<file path="src/rtl/kbd_pkg.sv">
// rtl/kbd_pkg.sv - shared types, ASCII constants and key mapping for the serial keyboard
package kbd_pkg;

    typedef enum logic [1:0] {IDLE, START, DATA, STOP} rx_state_t;

    localparam logic [7:0] ASCII_LF       = 8'h0A;
    localparam logic [7:0] ASCII_DEL      = 8'h7F;
    localparam logic [7:0] ASCII_BS       = 8'h08;
    localparam logic [7:0] ASCII_LC_A     = 8'h61;
    localparam logic [7:0] ASCII_LC_Z     = 8'h7A;
    localparam int         KBD_STROBE_BIT = 7;

    // Upper-case letters only and DEL acts as backspace.
    function automatic logic [6:0] map_key(input logic [6:0] c);
        if (c >= ASCII_LC_A[6:0] && c <= ASCII_LC_Z[6:0])
            map_key = c - 7'h20;
        else if (c == ASCII_DEL[6:0])
            map_key = ASCII_BS[6:0];
        else
            map_key = c;
    endfunction

endpackage

</file>
<file path="src/rtl/kbd_fifo.sv">
// rtl/kbd_fifo.sv - synchronous typeahead FIFO; a pop frees room for a push in the same cycle
module kbd_fifo #(
    parameter int WIDTH = 7,
    parameter int DEPTH = 4
) (
    input  logic             i_phi,
    input  logic             i_rst,
    input  logic             i_push,
    input  logic [WIDTH-1:0] i_din,
    input  logic             i_pop,
    output logic [WIDTH-1:0] o_dout,
    output logic             o_empty,
    output logic             o_full
);

    localparam int AW = $clog2(DEPTH);

    logic [WIDTH-1:0] r_mem [DEPTH];
    logic [AW-1:0]    r_wr_ptr;
    logic [AW-1:0]    r_rd_ptr;
    logic [AW:0]      r_count;
    logic             w_do_pop;
    logic             w_do_push;

    assign o_empty   = (r_count == '0);
    assign o_full    = (r_count == (AW+1)'(DEPTH));
    assign o_dout    = r_mem[r_rd_ptr];
    assign w_do_pop  = i_pop && !o_empty;
    assign w_do_push = i_push && (!o_full || w_do_pop);

    always_ff @(posedge i_phi) begin
        if (w_do_push)
            r_mem[r_wr_ptr] <= i_din;
    end

    always_ff @(posedge i_phi) begin
        if (i_rst) begin
            r_wr_ptr <= '0;
            r_rd_ptr <= '0;
            r_count  <= '0;
        end else begin
            if (w_do_push)
                r_wr_ptr <= r_wr_ptr + 1'b1;
            if (w_do_pop)
                r_rd_ptr <= r_rd_ptr + 1'b1;
            if (w_do_push && !w_do_pop)
                r_count <= r_count + 1'b1;
            else if (w_do_pop && !w_do_push)
                r_count <= r_count - 1'b1;
        end
    end

endmodule

</file>
<file path="src/rtl/kbd_uart_rx.sv">
// rtl/kbd_uart_rx.sv - 8N1 serial receiver feeding the CPU keyboard data register {strobe, key}
module kbd_uart_rx
    import kbd_pkg::*;
#(
    parameter int CLK_HZ     = 25_000_000,
    parameter int BAUD       = 115200,
    parameter int FIFO_DEPTH = 4
) (
    input  logic       i_phi,
    input  logic       i_rst,
    input  logic       i_rx,
    input  logic       i_kbd_clr,
    output logic [7:0] o_kbd_dbo,
    output logic       o_overrun,
    output logic       o_framing_err
);

    localparam int CLKS_PER_BIT = CLK_HZ / BAUD;
    localparam int CNT_W        = $clog2(CLKS_PER_BIT);
    localparam logic [CNT_W-1:0] CNT_HALF = CNT_W'(CLKS_PER_BIT / 2);
    localparam logic [CNT_W-1:0] CNT_LAST = CNT_W'(CLKS_PER_BIT - 1);

    logic             r_rx_m;
    logic             r_rx_s;
    rx_state_t        r_state;
    rx_state_t        w_state_nxt;
    logic [CNT_W-1:0] r_clk_cnt;
    logic [CNT_W-1:0] w_clk_cnt_nxt;
    logic [2:0]       r_bit_cnt;
    logic [2:0]       w_bit_cnt_nxt;
    logic [7:0]       r_shift;
    logic [7:0]       w_shift_nxt;
    logic             r_wait_high;
    logic             w_wait_high_nxt;
    logic             w_stop_ok;
    logic             w_stop_bad;

    logic             r_done;
    logic [6:0]       r_char;
    logic             r_framing_err;
    logic             r_overrun;
    logic             r_strobe;
    logic [6:0]       r_key;
    logic             r_clr_q;

    logic             w_push;
    logic             w_pop;
    logic             w_clr_edge;
    logic [6:0]       w_head;
    logic             w_empty;
    logic             w_full;

    always_ff @(posedge i_phi) begin
        if (i_rst) begin
            r_rx_m <= 1'b1;
            r_rx_s <= 1'b1;
        end else begin
            r_rx_m <= i_rx;
            r_rx_s <= r_rx_m;
        end
    end

    always_ff @(posedge i_phi) begin
        if (i_rst) begin
            r_state       <= IDLE;
            r_clk_cnt     <= '0;
            r_bit_cnt     <= '0;
            r_shift       <= '0;
            r_wait_high   <= 1'b0;
            r_done        <= 1'b0;
            r_char        <= '0;
            r_framing_err <= 1'b0;
        end else begin
            r_state       <= w_state_nxt;
            r_clk_cnt     <= w_clk_cnt_nxt;
            r_bit_cnt     <= w_bit_cnt_nxt;
            r_shift       <= w_shift_nxt;
            r_wait_high   <= w_wait_high_nxt;
            r_done        <= w_stop_ok;
            r_framing_err <= w_stop_bad;
            if (w_stop_ok)
                r_char <= r_shift[6:0];
        end
    end

    always_comb begin
        w_state_nxt     = r_state;
        w_clk_cnt_nxt   = r_clk_cnt;
        w_bit_cnt_nxt   = r_bit_cnt;
        w_shift_nxt     = r_shift;
        w_stop_ok       = 1'b0;
        w_stop_bad      = 1'b0;
        // After a bad stop bit the line is still low; wait for idle before hunting a new start.
        w_wait_high_nxt = r_wait_high && !r_rx_s;
        case (r_state)
            IDLE: begin
                if (!r_rx_s && !r_wait_high) begin
                    w_state_nxt   = START;
                    w_clk_cnt_nxt = '0;
                end
            end
            START: begin
                if (r_clk_cnt == CNT_HALF) begin
                    w_clk_cnt_nxt = '0;
                    w_bit_cnt_nxt = '0;
                    w_state_nxt   = r_rx_s ? IDLE : DATA;
                end else begin
                    w_clk_cnt_nxt = r_clk_cnt + 1'b1;
                end
            end
            DATA: begin
                if (r_clk_cnt == CNT_LAST) begin
                    w_clk_cnt_nxt = '0;
                    w_shift_nxt   = {r_rx_s, r_shift[7:1]};
                    if (r_bit_cnt == 3'd7)
                        w_state_nxt = STOP;
                    else
                        w_bit_cnt_nxt = r_bit_cnt + 1'b1;
                end else begin
                    w_clk_cnt_nxt = r_clk_cnt + 1'b1;
                end
            end
            STOP: begin
                if (r_clk_cnt == CNT_LAST) begin
                    w_clk_cnt_nxt = '0;
                    w_state_nxt   = IDLE;
                    if (r_rx_s) begin
                        w_stop_ok = 1'b1;
                    end else begin
                        w_stop_bad      = 1'b1;
                        w_wait_high_nxt = 1'b1;
                    end
                end else begin
                    w_clk_cnt_nxt = r_clk_cnt + 1'b1;
                end
            end
            default: w_state_nxt = IDLE;
        endcase
    end

    assign w_push     = r_done && (r_char != ASCII_LF[6:0]);
    assign w_clr_edge = i_kbd_clr && !r_clr_q;
    assign w_pop      = !w_clr_edge && !r_strobe && !w_empty;

    kbd_fifo #(
        .WIDTH (7),
        .DEPTH (FIFO_DEPTH)
    ) u_fifo (
        .i_phi   (i_phi),
        .i_rst   (i_rst),
        .i_push  (w_push),
        .i_din   (map_key(r_char)),
        .i_pop   (w_pop),
        .o_dout  (w_head),
        .o_empty (w_empty),
        .o_full  (w_full)
    );

    // Clear wins over load, so a freshly cleared strobe reloads one cycle later.
    always_ff @(posedge i_phi) begin
        if (i_rst) begin
            r_clr_q   <= 1'b0;
            r_strobe  <= 1'b0;
            r_key     <= '0;
            r_overrun <= 1'b0;
        end else begin
            r_clr_q <= i_kbd_clr;
            if (w_clr_edge) begin
                r_strobe <= 1'b0;
            end else if (w_pop) begin
                r_strobe <= 1'b1;
                r_key    <= w_head;
            end
            if (w_push && w_full && !w_pop)
                r_overrun <= 1'b1;
        end
    end

    assign o_kbd_dbo[KBD_STROBE_BIT]     = r_strobe;
    assign o_kbd_dbo[KBD_STROBE_BIT-1:0] = r_key;
    assign o_overrun                     = r_overrun;
    assign o_framing_err                 = r_framing_err;

endmodule
</file>
<file path="config.mk">
export PLATFORM = sky130hd
export DESIGN_NAME = kbd_uart_rx
export DESIGN_NICKNAME = d
export VERILOG_FILES = /design/src/rtl/kbd_pkg.sv /design/src/rtl/kbd_fifo.sv /design/src/rtl/kbd_uart_rx.sv
export SDC_FILE = /design/constraint.sdc
export NUM_CORES = 1
export LEC_CHECK = 0
export ABC_AREA = 1
export ABC_CLOCK_PERIOD_IN_PS = 2500
export BUFFER_PORTS_ARGS = -buffer_cell sky130_fd_sc_hd__buf_2
export CAP_MARGIN = 10
export CORE_ASPECT_RATIO = 0.6
export CORE_MARGIN = 10
export CORE_UTILIZATION = 37
export DETAILED_ROUTE_END_ITERATION = 7
export PLACE_DENSITY_LB_ADDON = 0.12
export SYNTH_ARGS = -nofsm -noshare
export SYNTH_HDL_FRONTEND = slang
export SYNTH_SLANG_ARGS = --single-unit
</file>
<file path="constraint.sdc">
create_clock -name i_phi -period 2.5 [get_ports i_phi]
set_input_delay 0.75 -clock i_phi [delete_from_list [all_inputs] [get_ports i_phi]]
set_output_delay 0.75 -clock i_phi [all_outputs]
set_load 0.05 [all_outputs]
</file>
---- Yosys cells after proc, flatten, opt, wreduce, memory -nomap -nowiden ----
Memories as Yosys holds them, arrays and structs flattened. A register that Yosys moved wholly into a read port is not among the register bits.
Index checks and enable logic that the tools add are counted.
word-level totals
  flip-flop bits (word level) ............. 43
  latch bits .............................. 0
  RAM bits ................................ 28
  ROM bits ................................ 0
  word-level logic and storage cells ...... 107
  memories kept ........................... 1
operators by class
  add/subtract/negate cells ............... 7
  multiply operators ...................... 0
  div/mod/pow operators ................... 0
  magnitude comparators ................... 2
  eq/ne operators ......................... 15
  shift-type cells ........................ 0
  muxes and demuxes ....................... 28
  bitwise logic cells ..................... 3
  reduce and logical (&&, ||, !) cells .... 35
memories
  name          words  width  rd ports  clocked after Yosys merged registers in  wr ports  line            RTL
  u_fifo.r_mem  4      7      1         1                                        1         kbd_fifo.sv:18  logic [WIDTH-1:0] r_mem [DEPTH];
operators by type and width
  cell                 number
  $mux 8               3
  $pmux 8 s3           1
  $mux 3               5
  $mux 7               2
  $logic_and 1x1->1    13
  $mux 2               6
  $ne 2x2->1 const B   6
  $logic_not 1->1      10
  $mux 1               9
  $add 8x1->8 const B  1
  $eq 8x7->1 const B   1
  $eq 8x8->1 const B   1
  $pmux 2 s4           1
  $eq 7x7->1 const B   1
  $ge 7x7->1 const B   1
  $le 7x7->1 const B   1
  $ne 7x4->1 const B   1
  $sub 7x6->7 const B  1
  $add 3x1->3 const B  2
  $eq 3x3->1 const B   2
  $pmux 3 s2           1
  $reduce_and 5->1     1
  $add 2x1->2 const B  2
  $eq 2x2->1 const B   2
  11 further kinds     16

---- Depth between registers and ports, before layout ----
  depth after elaboration ................. 12
  depth in mapped cells ................... 14
  gate-level depth less buffers ........... 14

---- Cells and area by module ----
Synthesis repeated with hierarchy kept, for this count alone.
second synthesis, totals
  cell total of the unflattened synthesis .. 441
  area, all modules ....................... 3644.7 µm²
modules (own cells, without submodules)
  module       instances  cells each  area an instance (µm²)
  kbd_uart_rx  1          302         2075.7
  kbd_fifo     1          139         1569.0

---- Worst setup path after synthesis ----
Ideal clock, no wire load.
  path type ............................... input to register
  start ................................... input i_kbd_clr
  end ..................................... register u_fifo.r_count[2]
  setup time .............................. 0.122 ns
  arrival ................................. 2.351 ns
  required time ........................... 2.378 ns
  path slack .............................. 0.027 ns
  stages on the path ...................... 14
  buffers on the path ..................... 0
  path through ............................ inv_1 > nor2_1 > nor2_1 > nand2_1 > nand2_1 > nand3_1 > inv_1 > ha_1 > inv_1 > fa_1 > a21oi_1 > o21ai_0 > o21ai_0 > a21oi_1
on the way
  cells in the longest elaborated chain, start to end .. 10
ends and longest elaborated chain
  element                            line                RTL
  start: declaration                 kbd_uart_rx.sv:12   input logic i_kbd_clr,
  $logic_and 1x1->1 *                kbd_uart_rx.sv:142  assign w_clr_edge = i_kbd_clr && !r_clr_q;
  $logic_not 1->1 *                  kbd_uart_rx.sv:143  assign w_pop = !w_clr_edge && !r_strobe && !w_empty;
  $logic_and 1x1->1 * (2 in series)  kbd_uart_rx.sv:143
  $logic_and 1x1->1 *                kbd_fifo.sv:28      assign w_do_pop = i_pop && !o_empty;
  $logic_or 1x1->1 *                 kbd_fifo.sv:29      assign w_do_push = i_push && (!o_full || w_do_pop);
  $logic_and 1x1->1 *                kbd_fifo.sv:29
  net u_fifo.w_do_push               kbd_fifo.sv:23      logic w_do_push;
  $logic_not 1->1                    kbd_fifo.sv:48      else if (w_do_pop && !w_do_push)
  $logic_and 1x1->1                  kbd_fifo.sv:48
  $reduce_bool 2->1 (no line)        --
  end signal: assignment             kbd_fifo.sv:47      r_count <= r_count + 1'b1;
  end signal: assignment             kbd_fifo.sv:49      r_count <= r_count - 1'b1;
  end: declaration                   kbd_fifo.sv:21      logic [AW:0] r_count;
Mark *: on every way through the listed nets, which the timed path passes. The rest lies on a longest branch.
A chain may end at the register's enable or synchronous reset.

---- Final worst setup path ----
Same ends and word-level chain as after synthesis.

==> summary.txt <==
H-tree level count -> 3
Via count of the first global-routing pass -> 2376
Count of different cell masters after synthesis -> 31
Initial standard-cell utilization of the core -> 37.8%
Layout Skew -> 8.23 ps
IO buf count -> 13
Flip-flop and latch count after synthesis -> 78
Largest net degree at the start of global routing -> 20
Run status -> finished clean
Number of placed I/O pins -> 14
Class of the most critical setup path -> primary input to register
Final antenna diode count -> 0
Half-perimeter wire length after placement -> 4970 um
Setup repair after global routing missed its margin -> no
Transition at the pin with the smallest max-transition slack -> 613 ps
Max-cap viol count -> 0
Final critical-path share of the clock period -> 88.6%
Cell leakage power -> 1.58 nW
Data required time of the worst path -> 2710 ps
Global-route wire length before repair -> 11800 um
Largest family of logic cells by synthesized area -> simple AND/OR/NAND/NOR gates
Met3 Resource Use GR -> 3.46%
Clock tree root buffer cell -> clkbuf_16
Routability congestion estimate from global placement -> 0.801
Total congestion overflow after global routing -> 0
Critical path cell sequence -> buf_2 -> inv_1 -> nor2_1 -> nor2_1 -> nand2_1 -> nand2_1 -> nand3_1 -> inv_1 -> ha_1 -> inv_1 -> fa_1 -> a21oi_1 -> o21ai_1 -> o21ai_1 -> a21oi_1
Deepest clock path buffer count -> 2
Delay of the slowest cell on the worst path -> 430 ps
Clock network latency to the later pin of the worst-skew pair -> 330 ps
GRT Overall Usage -> 10.9%
Final setup vio count -> 0
Core Rows -> 27
Aggregate routed wire length -> 6970 um
Total number of nets in the final design -> 443
Mapped Cells -> 404
Dominant cell type by count on the critical path -> inv_1
Mux cell area share after synthesis -> 0%
Number of violations reported at the end of detailed-routing iteration 0 -> 183
Final slew viol count -> 0
Critical-path cell with the highest stage delay -> fa_1
Min-Delay Path Class -> register to register
Vias after detailed routing -> 2550
Layout Cells excl Fill -> 549
Fmax -> 451 MHz
Average cell area after synthesis -> 8.54 sq um
Summed negative setup slack over all endpoints -> 0 ps
Number of placed instances, taps included -> 533
Die Span Y -> 94.8 um
Core Util, Final -> 43.9%
Post-synthesis compound-gate area fraction -> 14.0%
CTS tree -> yes
Number of CTS-inserted buffers -> 9
Cell Pwr Density -> 902 nW/um^2
Layer with the highest usage -> met1
Number of hold-slack violations in the final timing report -> 0
Mean routed wirelength per cell -> 12.7 um
Final period demand of the worst path -> 2220 ps
Initial antenna violation count -> 0
Placed standard-cell area -> 3700 sq um
Post-Layout Inst Area -> 4000 sq um
Worst vdd ir -> 0.348 mV
Vias per std cell -> 4.64
Total die area -> 13700 sq um
Xor-xnor portion of the synthesized cell area -> 0.508%
CP Data Arrival Time -> 2430 ps
Die Span X -> 145 um
DRC violation count after routing -> 0
Post-synthesis to final-layout area growth -> 16.0%
Most frequent cells in the layout -> nor2_1 (62), nand2_1 (54), inv_1 (51)
Part of the Yosys area used for sequential elements -> 53.4%
Endpoint type of the worst setup path -> register
Count of warnings emitted by yosys -> 0
Nature of the critical path startpoint -> primary input
Simple-gate area share of the yosys netlist -> 20.0%
Leading cell type in the layout, fill and taps excluded -> nor2_1
Layout cells sized above 1 -> 13.6%
CTS clock-pin slew for the worst setup and hold paths -> 60 ps
Combined area of all synthesized cells -> 3450 sq um
Drt first pass iters -> 4
ANT nets after route -> 0
Worst slew margin -> 58.7%
Synth Area in Adders -> 4.21%
Global Route met2 Usage -> 13.8%
Crit-path max FO -> 2
Synth Net Count -> 419
Core Area -> 9120 sq um
GRT met1 Usage -> 16.2%
Total clock sinks -> 78
==> final timing paths <==
kind                            startpoint                end  slack [ps]  cells past startpoint
worst max register to register   r_char[3]  u_fifo.r_count[1]         360                     10
worst min-delay path                r_rx_m             r_rx_s         410                      1
worst min register to register      r_rx_m             r_rx_s         410                      1
worst max-delay path             i_kbd_clr  u_fifo.r_count[2]         280                     15
==> layout make-up <==
class                   instances  area, sq um
multi-input cells             259         1340
repair buffers                 25          168
inverters                      55          206
clock buffers                  10          229
flip-flops and latches         78         1840
fillers                       880         5120
well taps                     116          145
clock inverters                 6         76.3
==> per-stage QoR <==
| stage | power, mW | setup WS (ps) | hold slack, ps |
|---|---|---|---|
| global placement | 2.29 | -22.3 | 400 |
| finish | 3.61 | 285 | 406 |
| CTS | 3.65 | 239 | 411 |
| detailed placement | 2.31 | -106 | 397 |
| global route | 3.83 | 16.7 | 424 |
| floorplan | 2.10 | 26.9 | 389 |
==> state kept, by name (all words and copies together) (netlist names), named ones only <==
register,flops
r_bit_cnt,3
r_wait_high,1
r_key,7
r_rx_m,1
u_fifo.r_mem,28
u_fifo.r_rd_ptr,2
r_strobe,1
r_done,1
u_fifo.r_wr_ptr,2
r_rx_s,1
o_overrun,1
o_framing_err,1
r_state,1
r_clk_cnt,8
u_fifo.r_count,3
r_char,7
r_clr_q,1
r_shift,8
==> power by group <==
group	switching (mW)	internal (mW)
Sequential	0.0687	1.41
Clock	0.468	0.862
Combinational	0.569	0.233
==> cells by family after synthesis <==
logic type               count (synthesis)
AND/OR/NAND/NOR                        156
AO/OA/AOI/OAI                           90
flip-flops                              78
buffers and inverters                   67
adder cells (fa/ha/maj)                 11
XOR/XNOR                                 2
==> metal layers <==
| metal | wire [um] | share of wire (%) |
|---|---|---|
| met4 | 34 | 0.49 |
| met3 | 433 | 6.2 |
| met2 | 2550 | 37 |
| met1 | 3950 | 57 |
| met5 | 0 | 0 |
==> critical path, delay by kind of cell <==
family | cells | cell delay [ps]
fa+ha+maj | 2 | 570
simple gates | 5 | 350
compound gates | 4 | 440
buf+inv | 4 | 310
==> Yosys cell counts (all sizes together) <==
cell type / count / area, sq um
nor2: 65 / 267
nand2: 61 / 251
inv: 55 / 206
o21ai: 52 / 268
dfxtp: 50 / 1000
a21oi: 29 / 156
edfxtp: 28 / 841
nand3: 16 / 80.1
ha: 10 / 125
buf: 7 / 46.3
nor3: 7 / 46.3
o22ai: 7 / 43.8
clkbuf: 5 / 18.8
nand4: 4 / 25.0
or2: 2 / 12.5
a21o: 1 / 7.51
fa: 1 / 20.0
nand3b: 1 / 7.51
o21bai: 1 / 7.51
xnor2: 1 / 8.76
xor2: 1 / 8.76
==> what timing repair did <==
item | CTS | global route
endpoints found under the setup margin | 0 | 1
resized for setup | 0 | 2
buffers inserted | 0 | 0
hold buffers | 0 | 0
endpoints found under the hold margin | 0 | 0
No activity file was read; power rests on OpenSTA's default activity.
